File: config.mk
export PLATFORM = sky130hd
export DESIGN_NAME = pattern_detector
export DESIGN_NICKNAME = d
export VERILOG_FILES = /design/src/rtl/pattern_detector_pkg.sv /design/src/rtl/pd_shift_hist.sv /design/src/rtl/pattern_detector.sv
export SDC_FILE = /design/constraint.sdc
export NUM_CORES = 1
export LEC_CHECK = 0
export CAP_MARGIN = 10
export CORE_MARGIN = 5
export CORE_UTILIZATION = 33
export CTS_CLUSTER_SIZE = 20
export DETAILED_ROUTE_END_ITERATION = 10
export PLACE_DENSITY_LB_ADDON = 0.3
export RECOVER_POWER = 100
export SYNTH_ARGS = -nofsm -noshare
export SYNTH_HDL_FRONTEND = slang
export SYNTH_SLANG_ARGS = --single-unit
export TNS_END_PERCENT = 50
File: constraint.sdc
create_clock -name clk -period 1.6 [get_ports clk]
set_input_delay 0.32 -clock clk [delete_from_list [all_inputs] [get_ports clk]]
set_output_delay 0.32 -clock clk [all_outputs]
set_load 0.05 [all_outputs]
File: src/rtl/pattern_detector_pkg.sv
// Shared sizing for the serial pattern detector: pattern length default,
// valid-bit counter width and match-count width.
package pattern_detector_pkg;

    localparam int PAT_W_DEF   = 4;
    localparam int MATCH_CNT_W = 8;

    // Counter must be able to hold the value PAT_W itself (saturation point).
    function automatic int cnt_width(input int pat_w);
        return $clog2(pat_w + 1);
    endfunction

    localparam int CNT_W = cnt_width(PAT_W_DEF);

endpackage

File: src/rtl/pd_shift_hist.sv
// Serial history shift register plus a valid-bit counter saturating at PAT_W.
// Both advance only on edges with input_valid=1 and otherwise hold.
module pd_shift_hist
    import pattern_detector_pkg::*;
#(
    parameter int PAT_W = PAT_W_DEF,
    parameter int CW    = cnt_width(PAT_W)
) (
    input  logic          clk,
    input  logic          rst,
    input  logic          data_in,
    input  logic          input_valid,
    output logic [PAT_W-1:0] history,
    output logic [CW-1:0]    count
);

    localparam logic [CW-1:0] CNT_MAX = CW'(PAT_W);

    always_ff @(posedge clk or negedge rst) begin
        if (!rst) begin
            history <= '0;
            count   <= '0;
        end else if (input_valid) begin
            history <= {history[PAT_W-2:0], data_in};
            if (count != CNT_MAX) begin
                count <= count + 1'b1;
            end
        end
    end

endmodule

File: src/rtl/pattern_detector.sv
// Serial bit-stream pattern detector with overlapping detection.
// Optional saturating match counter when PATTERN_DETECTOR_MATCH_CNT_EN is defined.
module pattern_detector
    import pattern_detector_pkg::*;
#(
    parameter int PAT_W = PAT_W_DEF
) (
    input  logic             clk,
    input  logic             rst,
    input  logic             data_in,
    input  logic             input_valid,
    input  logic [PAT_W-1:0] pattern,
    input  logic             load_pattern,
    output logic             match
`ifdef PATTERN_DETECTOR_MATCH_CNT_EN
    ,
    output logic [MATCH_CNT_W-1:0] match_count
`endif
);

    localparam int CW = cnt_width(PAT_W);
    localparam logic [CW-1:0] CNT_PRE_FULL = CW'(PAT_W - 1);

    // data_in is a valid-only stream: a bit is consumed on every edge with
    // input_valid=1; there is no back-pressure, so no ready exists.
    logic [PAT_W-1:0] pat_reg;
    logic [PAT_W-1:0] history;
    logic [CW-1:0]    count;
    logic [PAT_W-1:0] candidate;
    logic             window_full;
    logic             hit;
    logic             unused_hist_msb;

    pd_shift_hist #(
        .PAT_W (PAT_W),
        .CW    (CW)
    ) u_hist (
        .clk         (clk),
        .rst         (rst),
        .data_in     (data_in),
        .input_valid (input_valid),
        .history     (history),
        .count       (count)
    );

    // The oldest history bit is shifted out by the incoming bit.
    assign unused_hist_msb = history[PAT_W-1];

    always_comb begin
        candidate   = {history[PAT_W-2:0], data_in};
        window_full = (count >= CNT_PRE_FULL);
        hit         = input_valid && window_full && (candidate == pat_reg);
    end

    // pat_reg updates on the same edge that uses its old value for compare.
    always_ff @(posedge clk or negedge rst) begin
        if (!rst) begin
            pat_reg <= '0;
            match   <= 1'b0;
        end else begin
            if (load_pattern) begin
                pat_reg <= pattern;
            end
            match <= hit;
        end
    end

`ifdef PATTERN_DETECTOR_MATCH_CNT_EN
    always_ff @(posedge clk or negedge rst) begin
        if (!rst) begin
            match_count <= '0;
        end else if (match && (match_count != {MATCH_CNT_W{1'b1}})) begin
            match_count <= match_count + 1'b1;
        end
    end
`endif

endmodule

Yosys cells after proc, flatten, opt, wreduce, memory -nomap -nowiden
Index checks and enable logic that the tools add are counted.
{ "classes": {"addsub": 1, "n_mul": 0, "div_mod_pow": 0, "magnitude_cmp": 1, "eq_ne": 2, "shift": 0, "n_mux": 0, "bitwise": 0, "reduce_logical": 3} }
{ "ops": {"columns": ["operator", "count"], "rows": [
  ["$eq 4x4->1", 1],
  ["$add 3x1->3 const B", 1],
  ["$ge 3x2->1 const B", 1],
  ["$ne 3x3->1 const B", 1],
  ["$logic_and 1x1->1", 2],
  ["$reduce_and 2->1", 1]
]} }
{ "word_totals": {"register_bits": 11, "latchBits": 0, "ramBits": 0, "mem_bits_ro": 0, "output_inout_bits": 1, "wordCells": 11, "memories": 0} }

Depth between registers and ports, before layout
Gate-level depths: netlist (run 1).
{ "logic_depth": {"word_depth": 3, "depth_mapped": 5, "depth_no_buf": 5} }

Modules after synthesis
From an unflattened synthesis (run 1), not the netlist that was laid out.
{ "unflattened": {"hier_cells": 38, "area_unflattened_um2": 550.5} }
{ "modules_own_cells": {"columns": ["module", "n_inst", "cells_each", "area_each_um2", "seq_area_each_um2"], "rows": [
  ["pd_shift_hist", 1, 22, 324.1, 175.2],
  ["pattern_detector", 1, 16, 226.5, 125.1]
]} }

Worst setup path before layout (run 1)
Ideal clock, no wire load.
{ "synth_timing": {"kind": "register -> register", "from": "reg u_hist.count[0]", "to": "reg match", "setup_ps": 126, "arrival_ps": 989, "setup_slack_ps": 485, "path_stages_with_launch": 5, "path_buffers": 0, "synth_period_minus_slack_ps": 1115, "path_cell_list": "dfrtp_1 ha_1 ha_1 a211oi_1 nor3_1"} }
{ "synth_between": {"elab_chain_len": 3} }
{ "synth_lines": {"columns": ["item", "line", "source"], "rows": [
  ["start, declared", "pd_shift_hist.sv:14", "output logic [CW-1:0] count"],
  ["start signal, assigned", "pd_shift_hist.sv:26", "count <= count + 1'b1;"],
  ["$ge 3x2->1", "pattern_detector.sv:51", "window_full = (count >= CNT_PRE_FULL);"],
  ["$logic_and 1x1->1 (2 in a row)", "pattern_detector.sv:52", "hit = input_valid && window_full && (candidate == pat_reg);"],
  ["via hit", "pattern_detector.sv:31", "logic hit;"],
  ["end signal, assigned", "pattern_detector.sv:64", "match <= hit;"],
  ["end, declared", "pattern_detector.sv:14", "output logic match"]
]} }
The timed path passes the listed nets, and every way through them passes these cells.
A chain may end at the register's enable or synchronous reset.

Worst setup path after layout (run 1)
{ "layout_timing": {"from": "in input_valid", "to": "reg u_hist.history[0]"} }
{ "layout_rtl": {"columns": ["item", "line", "source"], "rows": [
  ["start, declared", "pattern_detector.sv:11", "input logic input_valid,"],
  ["end signal, assigned", "pd_shift_hist.sv:24", "history <= {history[PAT_W-2:0], data_in};"],
  ["end, declared", "pd_shift_hist.sv:13", "output logic [PAT_W-1:0] history,"]
]} }
No word-level cell between the ends.

==> results of run 1 <==
stage by stage:
stage	util	setup slack (ps)	std cells	power [mW]	area [sq um]
after floorplan	-	485	38	0.565	507
after global placement	0.413	215	63	0.627	614
after detailed placement	0.413	177	63	0.638	614
after CTS	0.430	371	67	0.838	641
after global routing	0.430	339	67	0.888	641
final	0.430	397	67	0.823	641
worst max path at each step:
stage / slack (ps) / from / end / cells past startpoint
final: 400 / input_valid / u_hist.history[0] / 2
after global routing: 340 / u_hist.count[0] / match / 4
after CTS: 370 / u_hist.count[0] / match / 4
after detailed placement: 180 / input_valid / u_hist.history[2] / 2
after global placement: 220 / input_valid / u_hist.history[1] / 2
after floorplan: 480 / u_hist.count[0] / match / 4
cell families (layout without fill, tap and decap cells):
family | after synthesis | after routing | share of synthesized area
muxes | 7 | 7 | 0.156
buffers and inverters | 4 | 17 | 0.0296
xor gates and xnor gates | 5 | 5 | 0.0864
adders and majority gates | 3 | 3 | 0.0741
AOI/OAI and AO/OA | 5 | 5 | 0.0815
DFF | 11 | 11 | 0.543
and+or+nand+nor | 3 | 3 | 0.0296
layer usage:
metal,routed length (microns),share of wire,up-vias,GRT usage
met4,0,0,0,0.0135
met5,0,0,-,0
met3,86,0.10,0,0.0581
met2,396,0.48,12,0.114
met1,341,0.41,148,0.0811
li1,-,-,155,-
where the power goes:
group	internal [mW]	switching (mW)
registers	0.341	0.0567
logic	0.122	0.111
clock network	0.0965	0.0958
cell type report:
| type | instances | area share |
|---|---|---|
| sequential | 11 | 0.430 |
| multi-input combinational | 23 | 0.338 |
| timing repair buffer | 9 | 0.137 |
| clock buffer | 4 | 0.0410 |
| tap | 16 | 0.0313 |
| inverter | 4 | 0.0234 |
cells in the final DEF (no fill, tap or decap), types with 3 or more instances in the layout:
master and n:
o21ai_0 3, xnor2_1 4, ha_1 3, inv_1 4, clkbuf_4 3, dlygate4sd3_1 3, clkdlybuf4s50_1 5, dfrtp_1 11
mux2_2 7
==> impl_metrics.py, run 1 <==
metrics = {
    "yosys": {
        "synth.distinct_cells": 12,
        "synthCells": 38,
        "yosysTopAreaCellShare": 0.543,
        "synthFlopType": "dfrtp_1",
        "synth-seq-cells": 11,
        "yosysSeqAreaShare": 0.543,
        "synthTopCellsByCount": "dfrtp_1, mux2_2, inv_1, xnor2_1",
        "synth_area_per_cell_sq_um": 13.3,
        "yosysTopAreaCell": "dfrtp_1",
        "synth_edf_count": 0,
        "synthTopCellsByArea": "dfrtp_1, mux2_2, ha_1, xnor2_1, a21boi_4",
        "synthArstFlopShare": 1.00,
        "yosysMostFrequentCell": "dfrtp_1",
        "syn_area_sq_um": 507,
        "syn_nets": 50,
        "synth_warnings": 0,
    },
    "detailed_routing": {
        "dr.pass1.iters": 4,
        "first_iter_violations": 1,
        "wl_per_cell_microns": 12.3,
        "finalWirelength_microns": 823,
        "vias": 315,
        "ant_nets": 0,
        "vias_per_cell": 4.70,
        "drc": 0,
    },
    "sta": {
        "holdWs_ps": 440,
        "rsz0062_at_grt": "no",
        "relSlewSlack": 0.671,
        "setup_viol": 0,
        "finalMaxSlewViolations": 0,
        "period_share": 0.752,
        "hold_violations": 0,
        "tightest_slew_ps": 491,
        "setup_tns_ps": 0,
        "fmax_mhz": 831,
        "min_period_ps": 1200,
        "fin_skew_ps": 13.2,
    },
    "die": {
        "rows": 14,
        "die_w_microns": 49.2,
        "die_y_microns": 49.2,
        "initial_utilization": 0.340,
        "core_sq_um": 1490,
        "die-area_sq_um": 2420,
        "io_pins": 10,
    },
    "pwr": {
        "power_density_nw_per_um2": 1290,
        "leakagePower_nw": 0.285,
        "peakVddDrop_v": 0.000548,
    },
    "setup_path": {
        "timing.critical_path.buf_inv": 1,
        "slowest_delay_ps": 660,
        "worstPathArrival_ps": 1350,
        "rr_worst_depth": 4,
        "crit_required_ps": 1750,
        "slowest_stage": "dlygate4sd3_1",
        "cp_top_family": "buffers and inverters",
        "crit_fanout": 6,
        "ff2ff_setup_slack_ps": 400,
        "critPathKind": "primary input to flop",
        "cp_cell_sequence": "dlygate4sd3_1 -> mux2_2",
        "r2r-start": "u_hist.count[0]",
        "end_kind": "flop",
        "r2r-end": "match",
        "start_kind": "primary input",
    },
    "grt": {
        "grt_pass1_vias": 301,
        "antenna_found_initial": 0,
        "grt_pass1_wl_microns": 1340,
        "grt_overflow": 0,
        "grt_usage": 0.0743,
        "grt_max_degree": 12,
    },
    "finish": {
        "multi_input_area_sq_um": 216,
        "areaGrowthSynthToFinish_pct": 26.4,
        "drive_gt1_frac": 0.235,
        "antenna_cells": 0,
        "final_nets": 64,
        "ff_latch_area_sq_um": 275,
        "nFillCells": 145,
        "largest_reg_flops": 4,
    },
    "clock_tree": {
        "cts_root_buf": "clkbuf_4",
        "tritoncts": "built",
        "cts_resized": 0,
        "cts_setup_buffers": 0,
        "htreeDepth": 1,
        "cts_sinks": 11,
        "cts_hold_buf": 0,
        "ctsLongestPathBuffers": 2,
        "cts_buffers": 3,
        "path_clk_slew_ps": 80,
        "worst_skew_pair.late_latency_ps": 270,
    },
    "placed_design": {
        "gp_routability_congestion": 0.660,
        "port_buffers": 9,
        "dp_hpwl_microns": 641,
    },
    "status": {
        "run_status": "finished, final reports clean",
    },
    "hold_path": {
        "hold_class": "primary input to asynchronous set/reset pin",
    },
    "flow_run": {
        "maxCapViolCount": 0,
    },
}
Power figures use the tool's default switching activity.
==> inputs of run 2 (changes only) <==
==> constraint.sdc (replaced) <==
create_clock -name clk -period 1 [get_ports clk]
set_input_delay 0.2 -clock clk [delete_from_list [all_inputs] [get_ports clk]]
set_output_delay 0.2 -clock clk [all_outputs]
set_load 0.05 [all_outputs]
==> impl_metrics.py, run 2 (synthesized netlist as in run 1, its figures left out) <==
metrics = {
    "setup_path": {
        "crit_required_ps": 1160,
        "start_kind": "flop",
        "worstPathArrival_ps": 1250,
        "crit_fanout": 3,
        "end_kind": "flop",
        "critPathKind": "flop to flop",
    },
    "finish": {
        "multi_input_area_sq_um": 253,
        "nFillCells": 136,
        "fin_util": 0.498,
        "antenna_cells": 0,
        "areaGrowthSynthToFinish_pct": 46.4,
        "mostFrequentLayoutCell": "dfrtp_1",
        "drive_gt1_frac": 0.414,
        "final_nets": 71,
        "largest_reg_flops": 4,
        "fin_area_sq_um": 742,
        "layout_common_cells": "dfrtp_1, mux2_2, clkdlybuf4s50_1, buf_4",
        "ff_latch_area_sq_um": 275,
    },
    "clock_tree": {
        "cts_buffers": 3,
        "worst_skew_pair.late_latency_ps": 270,
        "cts_sinks": 11,
        "path_clk_slew_ps": 70,
        "ctsLongestPathBuffers": 2,
        "htreeDepth": 1,
        "cts_root_buf": "clkbuf_4",
        "tritoncts": "built",
    },
    "sta": {
        "tightest_slew_ps": 588,
        "rsz0062_at_grt": "yes",
        "period_share": 1.09,
        "fin_skew_ps": 3.77,
        "layout_setup_ws_ps": -88.5,
        "fmax_mhz": 919,
        "hold_violations": 0,
        "min_period_ps": 1090,
        "finalMaxSlewViolations": 0,
        "setup_viol": 5,
        "relSlewSlack": 0.608,
        "holdWs_ps": 290,
    },
    "pwr": {
        "total_power_mw": 1.63,
        "peakVddDrop_v": 0.000939,
        "leakagePower_nw": 0.329,
        "power_density_nw_per_um2": 2200,
    },
    "grt": {
        "grt_usage": 0.0850,
        "grt_pass1_vias": 324,
        "grt_pass1_wl_microns": 1460,
        "grt_max_degree": 12,
        "met1_usage": 0.0868,
        "antenna_found_initial": 0,
        "grt_util_met3": 0.0581,
        "busiest_layer": "met2",
        "grt_overflow": 0,
        "use_met2": 0.124,
    },
    "status": {
        "violations": "setup timing",
        "run_status": "finished with violations",
    },
    "die": {
        "io_pins": 10,
        "core_sq_um": 1490,
        "initial_utilization": 0.340,
        "rows": 14,
        "die_w_microns": 49.2,
        "die-area_sq_um": 2420,
        "die_y_microns": 49.2,
    },
    "placed_design": {
        "port_buffers": 9,
        "dp_hpwl_microns": 689,
        "place_area_sq_um": 694,
        "gp_routability_congestion": 0.700,
        "place_ws_ps": -280,
    },
    "detailed_routing": {
        "finalWirelength_microns": 887,
        "drc": 0,
        "first_iter_violations": 2,
        "vias": 333,
        "dr.pass1.iters": 4,
        "ant_nets": 0,
        "vias_per_cell": 4.50,
        "wl_per_cell_microns": 12.0,
    },
    "hold_path": {
        "hold_class": "primary input to flop",
    },
    "flow_run": {
        "maxCapViolCount": 0,
    },
}
==> run 2: cell types whose count changed in the layout (fill, tap and decap cells not counted), sizes merged <==
cell	delta
dlygate4sd3	-3
dlymetal6s2s	+1
buf	+6
clkinv	+1
clkdlybuf4s50	+2
==> run 2: report_power, final <==
part	switching, mW	total, mW	internal (mW)
combinational	0.284	0.699	0.415
clock	0.158	0.306	0.148
sequential	0.0819	0.628	0.546
total	0.524	1.63	1.11
==> run 2: through the flow <==
stage / cells / setup TNS, ps
floorplan: 38 / -30.1
global placement: 69 / -2660
detailed placement: 69 / -2730
CTS: 73 / -223
global route: 74 / -457
finish: 74 / -172
==> run 2: timing repair <==
item / 4_1_cts / 5_1_grt
setup endpoints to repair: 5 / 7
hold buffers: 0 / 0
gates resized for setup: 3 / 1
pin swaps: 3 / 0
setup buffers: 0 / 1
==> run 2: area by class of cell <==
| class | instances | area share |
|---|---|---|
| Clock inverter | 1 | 0.00675 |
| Timing Repair Buffer | 16 | 0.204 |
| Multi-Input combinational cell | 23 | 0.341 |
| Clock buffer | 3 | 0.0304 |
| Tap cell | 16 | 0.0270 |
| Sequential cell | 11 | 0.371 |
| Inverter | 4 | 0.0202 |
==> run 2: critical path, cell delays in order, from the launching register on <==
cell,delay [ps]
dfrtp_1,410
ha_2,200
ha_4,150
a211oi_2,150
nor3_1,70
==> run 2: worst paths after layout <==
check | startpoint | end | slack (ps) | cells past startpoint
max | u_hist.count[1] | match | -90 | 4
min | input_valid | match | 290 | 3
max reg2reg | u_hist.count[1] | match | -90 | 4
min reg2reg | pat_reg[3] | pat_reg[3] | 530 | 1
max in group asynchronous | rst | u_hist.count[2] | 250 | 2
min in group asynchronous | rst | u_hist.history[0] | 360 | 2
==> run 2: metal layers <==
layer	up-vias	routed length (microns)
li1	170	-
met2	11	449
met4	0	25
met3	5	72
met5	-	0
met1	147	341
==> edit (config.mk and constraints of run 1) <==
`PAT_W_DEF`: 4 -> 6.
--- a/src/rtl/pattern_detector_pkg.sv
+++ b/src/rtl/pattern_detector_pkg.sv
@@ -3,5 +3,5 @@
 package pattern_detector_pkg;
 
-    localparam int PAT_W_DEF   = 4;
+    localparam int PAT_W_DEF   = 6;
     localparam int MATCH_CNT_W = 8;
 
Ports: changed (resized pattern); port bits go from 10 to 12. No check against the original RTL was run, so the function may have changed too.
==> edit against run 1 <==
- wire length grew 18%
- count of clock-buffer cells in the layout shrank 1
- global-route usage shrank 0.34 points
- area after synthesis grew 35%
- power grew 21%
- largest cell class unchanged
- critical endpoint is now pat_reg[5]
- sequential cell count grew 4
- via count grew 21%
- worst setup slack lost 33 ps
- synthesized cell count grew 26%
- core utilization grew 0.34 points
- final area grew 33%
- combinational power grew 12%
==> edit: results (changes against run 1) <==
Status
  – Status: completed

Detailed routing
  – Metal-1 WL: 477 microns (+40%)
  – Routed wl met3: 24 microns (-72%)
  – WL met2: 450 microns (+14%)
  – Initial DRC count: 0 (-1)
  – Detailed Routing Iterations Pass 1: 1 (-3)
  – DR top layer: met4

Setup path
  – R2R Path End: u_hist.count[1]
  – R2R Setup Slk: 470 ps (+70 ps)
  – CP max stage delay: 710 ps (+50 ps)

Die
  – # rows: 16 (+2)

Power and ir drop
  – Pleak: 0.359 nW (+26%)
  – Maximum VDD drop: 0.390 mV (-29%)

Layout
  – Share of layout cells above drive strength 1: 30.2% (+6.6 points)
  – Area of the multi-input gates: 288 sq um (+33%)
  – Fraction of area in registers: 44.1% (+1.1 points)
  – Seq cells: 15 (+4)
  – Filler cells: 205 (+41%)
  – Fin nets: 78 (+22%)
  – Fraction of area in non-clock buffers: 14.0% (+0.30 points)

Synth
  – Mapped Avg Cell Area: 14.2 sq um (+6.7%)
  – Post-Synth Adder-Cell Area: 5.49% (-1.9 points)
  – Syn Nets: 62 (+24%)
  – Commonest cells in the synthesized netlist: 15 x dfrtp_1, 11 x mux2_2, 5 x xnor2_1
  – Compound-Gate Fraction of Synth Area: 4.40% (-3.8 points)
  – Synth top area cells: dfrtp_1 55%, mux2_2 18%, xnor2_1 6.4%, ha_1 5.5%, xor2_1 2.6%
  – Post-Synth XOR/XNOR Area: 8.97% (+0.33 points)

GRT
  – First-pass GRT wire length: 1.70 mm (+27%)
  – GR Layer Usage met1: 8.21% (+0.10 points)
  – Routing usage on met3: 1.63% (-4.2 points)
  – GRT Resource Usage Total: 7.09% (-0.34 points)
  – Vias in the first global route: 410 (+36%)

Placement
  – RD Place Congestion: 0.658 (-0.18%)
  – Buffers on Ports: 11 (+2)

Timing
  – Max Clock Skew: 6.97 ps (-6.20 ps)

Min path
  – Hold Crit Class: reg2reg
==> edit: stage by stage <==
step	utilization, %	setup WS, ps	hold WS, ps	power (mW)
final	43.4	364	533	1.00
after global routing	43.4	329	552	1.08
after CTS	43.6	431	336	1.02
after detailed placement	42.2	136	518	0.809
after global placement	42.2	134	512	0.801
after floorplan	-	554	24.4	0.729
==> edit: worst max path at each step <==
stage / startpoint / to / slack [ps] / depth (start not counted)
final: load_pattern / pat_reg[5] / 360 / 2
after detailed placement: load_pattern / pat_reg[5] / 140 / 2
after global placement: load_pattern / pat_reg[2] / 130 / 2
after global routing: rst / pat_reg[3] / 330 / 2
after CTS: match / match / 430 / 1
after floorplan: u_hist.count[0] / u_hist.count[1] / 550 / 4
==> edit: power by group <==
group,internal [mW],switching (mW)
Sequential,0.460,0.0683
Clock,0.0926,0.118
Combinational,0.151,0.111
Total,0.703,0.297
==> edit: cell families after synthesis <==
logic type	Yosys count
mux	12
compound gates	4
simple gates	3
flops	15
buf+inv	4
xor+xnor	7
fa+ha+maj	3
